### src/rtl/spi_pkg.sv
// Shared types and constants for the SPI slave SCLK analyser.
// Latency: n/a (declarations only).
// Backpressure: n/a.
//
// Contents: FSM state encoding, SPI mode constants as {cpol,cpha} and the
// default synchroniser / glitch-filter depths.
package spi_pkg;

  typedef enum logic [2:0] {
    ST_IDLE = 3'd0,
    ST_ARM  = 3'd1,
    ST_RUN  = 3'd2,
    ST_DONE = 3'd3,
    ST_ERR  = 3'd4
  } state_e;

  // SPI modes encoded as {cpol, cpha}
  localparam logic [1:0] MODE0 = 2'b00;
  localparam logic [1:0] MODE1 = 2'b01;
  localparam logic [1:0] MODE2 = 2'b10;
  localparam logic [1:0] MODE3 = 2'b11;

  localparam int DEF_SYNC_STAGES = 2;
  localparam int DEF_FILTER_LEN  = 3;

endpackage

### src/rtl/spi_sync_filter.sv
// SCLK synchroniser + glitch filter with registered rise/fall strobes.
// Latency: SYNC_STAGES + FILTER_LEN + 1 clk from first sampling edge to strobe.
// Backpressure: none; free-running, strobes are single-cycle and never held.
//
// Ports:
//   clk, rst_n : clock, synchronous active-low reset (all state loads 0)
//   din        : asynchronous SCLK from the pad
//   level      : filtered SCLK level
//   rise, fall : one-cycle strobes on a filtered level change
module spi_sync_filter #(
  parameter int SYNC_STAGES = 2,
  parameter int FILTER_LEN  = 3
) (
  input  logic clk,
  input  logic rst_n,
  input  logic din,
  output logic level,
  output logic rise,
  output logic fall
);

  logic [SYNC_STAGES-1:0] sync_q;
  logic [FILTER_LEN-1:0]  hist_q;
  logic                   level_q, level_d;
  logic                   rise_q, rise_d;
  logic                   fall_q, fall_d;
  logic                   all_hi, all_lo;

  assign all_hi = &hist_q;
  assign all_lo = ~|hist_q;

  // The level only moves once the whole history agrees on the new value,
  // so any run shorter than FILTER_LEN samples is swallowed.
  always_comb begin
    level_d = level_q;
    if (all_hi) begin
      level_d = 1'b1;
    end else if (all_lo) begin
      level_d = 1'b0;
    end
    rise_d = level_d & ~level_q;
    fall_d = ~level_d & level_q;
  end

  always_ff @(posedge clk) begin
    if (!rst_n) begin
      sync_q  <= '0;
      hist_q  <= '0;
      level_q <= 1'b0;
      rise_q  <= 1'b0;
      fall_q  <= 1'b0;
    end else begin
      sync_q[0] <= din;
      for (int i = 1; i < SYNC_STAGES; i++) begin
        sync_q[i] <= sync_q[i-1];
      end
      hist_q[0] <= sync_q[SYNC_STAGES-1];
      for (int i = 1; i < FILTER_LEN; i++) begin
        hist_q[i] <= hist_q[i-1];
      end
      level_q <= level_d;
      rise_q  <= rise_d;
      fall_q  <= fall_d;
    end
  end

  assign level = level_q;
  assign rise  = rise_q;
  assign fall  = fall_q;

endmodule

### src/rtl/spi_sclk_edge_tracker.sv
// SPI slave SCLK analyser: filters SCLK, classifies edges per run-time mode, counts bits, watchdogs stalls.
// Latency: sample/shift strobes SYNC_STAGES+FILTER_LEN+1 clk after the pad edge; frame_done/timeout one clk later.
// Backpressure: none; strobes are fire-and-forget single-cycle pulses to the shift register.
//
// Ports:
//   clk, rst_n     : clock, synchronous active-low reset
//   im_work_en     : frame enable, low aborts to IDLE
//   im_cpol/cpha   : SPI mode, latched when a frame is armed
//   im_frame_bits  : bits per frame, latched when armed (0 or >BIT_CNT_MAX means BIT_CNT_MAX)
//   im_sclk_wire   : raw asynchronous SCLK
//   om_sample_stb  : capture MOSI now
//   om_shift_stb   : drive next MISO bit now
//   om_bit_idx     : samples taken in this frame
//   om_frame_done  : pulse after the final sample
//   om_timeout     : pulse on watchdog expiry
//   om_mode_err    : SCLK not at the idle level while armed
//   om_busy        : high in ARM and RUN
module spi_sclk_edge_tracker
  import spi_pkg::*;
#(
  parameter int SYNC_STAGES    = DEF_SYNC_STAGES,
  parameter int FILTER_LEN     = DEF_FILTER_LEN,
  parameter int BIT_CNT_MAX    = 32,
  parameter int BIT_CNT_W      = 6,
  parameter int TIMEOUT_CYCLES = 1024,
  parameter int TIMEOUT_W      = 11
) (
  input  logic                 clk,
  input  logic                 rst_n,
  input  logic                 im_work_en,
  input  logic                 im_cpol,
  input  logic                 im_cpha,
  input  logic [BIT_CNT_W-1:0] im_frame_bits,
  input  logic                 im_sclk_wire,
  output logic                 om_sample_stb,
  output logic                 om_shift_stb,
  output logic [BIT_CNT_W-1:0] om_bit_idx,
  output logic                 om_frame_done,
  output logic                 om_timeout,
  output logic                 om_mode_err,
  output logic                 om_busy
);

  localparam logic [BIT_CNT_W-1:0] FLEN_MAX  = BIT_CNT_W'(BIT_CNT_MAX);
  localparam logic [BIT_CNT_W-1:0] IDX_ONE   = BIT_CNT_W'(1);
  localparam logic [TIMEOUT_W-1:0] WDOG_LAST = TIMEOUT_W'(TIMEOUT_CYCLES - 1);
  localparam logic [TIMEOUT_W-1:0] WDOG_SAT  = '1;
  localparam logic [TIMEOUT_W-1:0] WDOG_ONE  = TIMEOUT_W'(1);

  logic filt_level, filt_rise, filt_fall;

  spi_sync_filter #(
    .SYNC_STAGES (SYNC_STAGES),
    .FILTER_LEN  (FILTER_LEN)
  ) u_sync_filter (
    .clk   (clk),
    .rst_n (rst_n),
    .din   (im_sclk_wire),
    .level (filt_level),
    .rise  (filt_rise),
    .fall  (filt_fall)
  );

  state_e               state_q, state_d;
  logic                 cpol_q, cpol_d;
  logic                 cpha_q, cpha_d;
  logic [BIT_CNT_W-1:0] flen_q, flen_d;
  logic [BIT_CNT_W-1:0] bit_idx_q, bit_idx_d;
  logic [TIMEOUT_W-1:0] wdog_q, wdog_d;
  logic                 done_q, done_d;
  logic                 timeout_q, timeout_d;

  logic smp_edge, shf_edge, edge_any, in_run, last_smp;

  // Leading edge leaves the idle level, trailing edge returns to it; CPHA
  // picks which of the two captures MOSI.
  always_comb begin
    smp_edge = 1'b0;
    shf_edge = 1'b0;
    unique case ({cpol_q, cpha_q})
      MODE0: begin smp_edge = filt_rise; shf_edge = filt_fall; end
      MODE1: begin smp_edge = filt_fall; shf_edge = filt_rise; end
      MODE2: begin smp_edge = filt_fall; shf_edge = filt_rise; end
      MODE3: begin smp_edge = filt_rise; shf_edge = filt_fall; end
      default: begin smp_edge = 1'b0; shf_edge = 1'b0; end
    endcase
  end

  assign in_run        = (state_q == ST_RUN);
  assign edge_any      = filt_rise | filt_fall;
  assign om_sample_stb = in_run & smp_edge;
  assign om_shift_stb  = in_run & shf_edge;
  assign last_smp      = om_sample_stb && ((bit_idx_q + IDX_ONE) == flen_q);

  always_comb begin
    state_d   = state_q;
    cpol_d    = cpol_q;
    cpha_d    = cpha_q;
    flen_d    = flen_q;
    bit_idx_d = bit_idx_q;
    wdog_d    = wdog_q;
    done_d    = 1'b0;
    timeout_d = 1'b0;

    unique case (state_q)
      ST_IDLE: begin
        bit_idx_d = '0;
        wdog_d    = '0;
        if (im_work_en) begin
          state_d = ST_ARM;
          cpol_d  = im_cpol;
          cpha_d  = im_cpha;
          flen_d  = ((im_frame_bits == '0) || (im_frame_bits > FLEN_MAX)) ?
                    FLEN_MAX : im_frame_bits;
        end
      end
      ST_ARM: begin
        // Edges here are ignored; we only wait for SCLK to sit at idle.
        if (filt_level == cpol_q) begin
          state_d = ST_RUN;
          wdog_d  = '0;
        end
      end
      ST_RUN: begin
        if (om_sample_stb) begin
          bit_idx_d = bit_idx_q + IDX_ONE;
        end
        if (last_smp) begin
          state_d = ST_DONE;
          done_d  = 1'b1;
        end else if (edge_any) begin
          // An edge on the expiry cycle still rescues the frame.
          wdog_d = '0;
        end else if (wdog_q == WDOG_LAST) begin
          state_d   = ST_ERR;
          timeout_d = 1'b1;
        end else if (wdog_q != WDOG_SAT) begin
          wdog_d = wdog_q + WDOG_ONE;
        end
      end
      ST_DONE: begin
        state_d = ST_DONE;
      end
      ST_ERR: begin
        state_d = ST_ERR;
      end
      default: begin
        state_d = ST_IDLE;
      end
    endcase

    // Abort wins over every other event in the same cycle.
    if (!im_work_en) begin
      state_d   = ST_IDLE;
      bit_idx_d = '0;
      wdog_d    = '0;
      done_d    = 1'b0;
      timeout_d = 1'b0;
    end
  end

  always_ff @(posedge clk) begin
    if (!rst_n) begin
      state_q   <= ST_IDLE;
      cpol_q    <= 1'b0;
      cpha_q    <= 1'b0;
      flen_q    <= '0;
      bit_idx_q <= '0;
      wdog_q    <= '0;
      done_q    <= 1'b0;
      timeout_q <= 1'b0;
    end else begin
      state_q   <= state_d;
      cpol_q    <= cpol_d;
      cpha_q    <= cpha_d;
      flen_q    <= flen_d;
      bit_idx_q <= bit_idx_d;
      wdog_q    <= wdog_d;
      done_q    <= done_d;
      timeout_q <= timeout_d;
    end
  end

  assign om_bit_idx    = bit_idx_q;
  assign om_frame_done = done_q;
  assign om_timeout    = timeout_q;
  assign om_mode_err   = (state_q == ST_ARM) && (filt_level != cpol_q);
  assign om_busy       = (state_q == ST_ARM) || (state_q == ST_RUN);

endmodule
### config.mk
export PLATFORM = sky130hd
export DESIGN_NAME = spi_sclk_edge_tracker
export DESIGN_NICKNAME = d
export VERILOG_FILES = /design/src/rtl/spi_pkg.sv /design/src/rtl/spi_sync_filter.sv /design/src/rtl/spi_sclk_edge_tracker.sv
export SDC_FILE = /design/constraint.sdc
export NUM_CORES = 1
export LEC_CHECK = 0
export ABC_AREA = 1
export CORE_MARGIN = 1.5
export CORE_UTILIZATION = 56
export DETAILED_ROUTE_END_ITERATION = 8
export PLACE_DENSITY = 0.79
export SETUP_SLACK_MARGIN = 0.5
export SYNTH_ARGS = -nofsm -noshare
export SYNTH_HDL_FRONTEND = slang
export SYNTH_SLANG_ARGS = --single-unit
### constraint.sdc
create_clock -name clk -period 2 [get_ports clk]
set_input_delay 0.5 -clock clk [delete_from_list [all_inputs] [get_ports clk]]
set_output_delay 0.5 -clock clk [all_outputs]
set_load 0.02 [all_outputs]
==> impl_results.md <==
- Vias per cell: 5.42
- Total track usage: 0.284
- Minimum clock period: 1860 ps
- Outcome: finished clean
- First-pass GRT wire length: 9.07 mm
- Layout Nets: 391
- # clock sinks: 38
- Initial antenna violation count: 0
- Worst Max-Slew Pin Slew: 436 ps
- Mapped cell area: 2150 um^2
- Via Count: 2,307
- Max clock buf depth: 2
- CTS tree: yes
- Worst Hold Depth: 2
- Die Y: 65.0 um
- Die Area: 4230 um^2
- Largest net degree at the start of global routing: 15
- Setup WS post-layout: 142 ps
- R2R Path End: wdog_q[1]$_SDFFE_PN0P_
- Routed wire length: 6.20 mm
- Maxcap violations: 0
- Yosys reg bits: 38
- IO Pins: 24
- Num rows: 22
- Area of the multi-input gates: 1350 um^2
- DRC viols: 0
- N_diodes: 0
- Worst IR Drop VDD: 591 uV
- Post-synth EDFFs: 0
- Share of the synthesized area in the top cell type: 0.353
- CP max FO: 6
- Worst reg2reg path depth: 13
- Core Area: 3690 um^2
- RSZ-0062 raised after global routing: true
- Area Overhead vs Synth: 40.6%
- Dpl cell area: 2530 um^2
- CTS Buf Count: 5
- GRT overflow: 0
- Hold_buf cts: 0
- Crit path DAT: 2060 ps
- Max Transition Viols Final: 0
- Number of global-route vias before repair: 2,060
- IO buf count: 23
- R2R setup slack: 140 ps
- Place WS: 48.0 ps
- Layout cell share with drive strength beyond 1: 0.365
- Final Cell Area: 3030 um^2
- Slew headroom: 0.707
- Hold path start: u_sync_filter.sync_q[1]$_SDFF_PN0_
- # H-tree levels: 2
- First-pass DRT Iterations: 4
- Synth area leader: dfxtp_1
- Synthesized area per cell: 6.65 um^2
- PwrDens: 675 nW/um^2
- TNS Setup: 0 ps
- Gpl congestion: 0.849
- Commonest cells in the netlist: nand2_1, inv_1, dfxtp_1, nand3_1, nor2_1
- Clk slew on worst S/H paths: 80 ps
- Register area share after synthesis: 0.353
- CP endpoint kind: flop
- Routed length per instance: 14.6 um
- Async SR Flop Fraction: 0
- Chip Width: 65.0 um
- Synth top area cells: dfxtp_1, nand2_1, inv_1, nand3_1, nor2_1
- Final Cycle Share: 0.929
- Antenna Nets Post-Route: 0
- DP HPWL: 3.53 mm
- CP required: 2200 ps
- Fill cells: 234
- Mapped Cells: 324
- Number of DRC markers in iteration 0: 212
- Clk_lat worst skew: 300 ps
- Initial Util: 0.584
- CTS root buffer: clkbuf_8
- Startpoint types: flop
- Final-report hold violation count: 0
- Critical setup path kind: flop to flop
- Register area: 791 um^2
- Hold Path Class: flop to flop
- Library cells used by synthesis: 32
- Synth Warn #: 0
- Worst R2R Start: om_bit_idx[1]$_SDFFE_PN0P_
- Most frequent cell after synthesis: nand2_1
- Syn Nets: 338
- Highest Clock Rate: 0.538 GHz
- Final setup vio count: 0
- Leak: 0.00139 uW
- Clk_skew: 6.00 ps
- Hold worst-path end: u_sync_filter.hist_q[0]$_SDFF_PN0_
- Ys flop type: dfxtp_1
## state kept, by name (all words and copies together) (netlist names)
name                  flops
wdog_q                   11
flen_q                    6
om_bit_idx                6
state_q                   3
u_sync_filter.hist_q      3
u_sync_filter.sync_q      2
cpha_q                    1
cpol_q                    1
om_frame_done             1
om_timeout                1
u_sync_filter.fall        1
u_sync_filter.level       1
u_sync_filter.rise        1
## stage by stage
step	util	hold WS [ps]	cells	power, uW
5_1_grt	0.821	463	426	2120
4_1_cts	0.776	424	421	1990
3_5_place_dp	0.685	404	400	1130
3_3_place_gp	0.685	392	400	1120
2_1_floorplan	-	390	324	1040
6_report	0.821	421	426	2040
## worst max-delay path, stage by stage, from the launching register on
cell	delay, ps
dfxtp_4	370
ha_4	180
nand3_1	120
nand2_1	70
nand3_1	130
nand2_1	110
nor2_4	140
nand3_4	100
nand2_4	130
clkinv_8	100
nand2_8	140
nand2_4	60
nand2_2	70
nor2_2	30
## cells by family after synthesis
logic type	share of synthesized area
compound gates	0.113
xor+xnor	0.00814
fa+ha+maj	0.0116
buf+inv	0.137
flops	0.353
simple gates	0.378
## layout by cell type, fill, tap and decap left out, types with 7 or more instances in the layout
cell type / instances
inv_1: 49
nor2_2: 7
a21oi_1: 11
inv_2: 18
clkdlybuf4s50_1: 11
nand2_2: 13
a211oi_1: 7
nand2_4: 12
dfxtp_1: 26
o21ai_0: 9
buf_4: 25
nor2_1: 18
nand2_1: 54
nand3_1: 27
nand3_2: 11
## timing repair
| action | CTS | global route |
|---|---|---|
| hold endpoints to repair | 0 | 0 |
| gates resized for setup | 81 | 41 |
| pin swaps | 10 | 10 |
| buffers inserted | 10 | 5 |
| cloned | 3 | 0 |
| setup endpoints to repair | 33 | 27 |
## area by class of cell
| class | instances | share of cell area |
|---|---|---|
| sequential | 38 | 0.261 |
| clock buffer | 6 | 0.0273 |
| clock inverter | 2 | 0.0198 |
| timing repair buffer | 49 | 0.137 |
| inverter | 67 | 0.0876 |
| tap | 48 | 0.0198 |
| timing repair inverter | 2 | 0.00248 |
| multi-input combinational | 214 | 0.445 |
## worst max-delay path by stage
stage,from,endpoint
after global placement,state_q[1]$_SDFFE_PN0P_,om_shift_stb
final,om_bit_idx[1]$_SDFFE_PN0P_,wdog_q[1]$_SDFFE_PN0P_
after CTS,cpol_q$_SDFFE_PN0P_,om_sample_stb
after floorplan,om_bit_idx[0]$_SDFFE_PN0P_,wdog_q[1]$_SDFFE_PN0P_
after global routing,om_bit_idx[1]$_SDFFE_PN0P_,wdog_q[1]$_SDFFE_PN0P_
after detailed placement,state_q[1]$_SDFFE_PN0P_,om_busy
## routing by layer
| layer | share of wire | wire length, um | global-route usage |
|---|---|---|---|
| met5 | 0 | 0 | 0 |
| met1 | 0.42 | 2610 | 0.347 |
| met4 | 0.022 | 134 | 0.154 |
| met2 | 0.50 | 3100 | 0.454 |
| met3 | 0.059 | 365 | 0.0764 |
## where the power goes
| group | switching [uW] | internal [uW] |
|---|---|---|
| logic | 245 | 155 |
| clock network | 294 | 532 |
| registers | 31.7 | 786 |
Power figures use the tool's default switching activity.
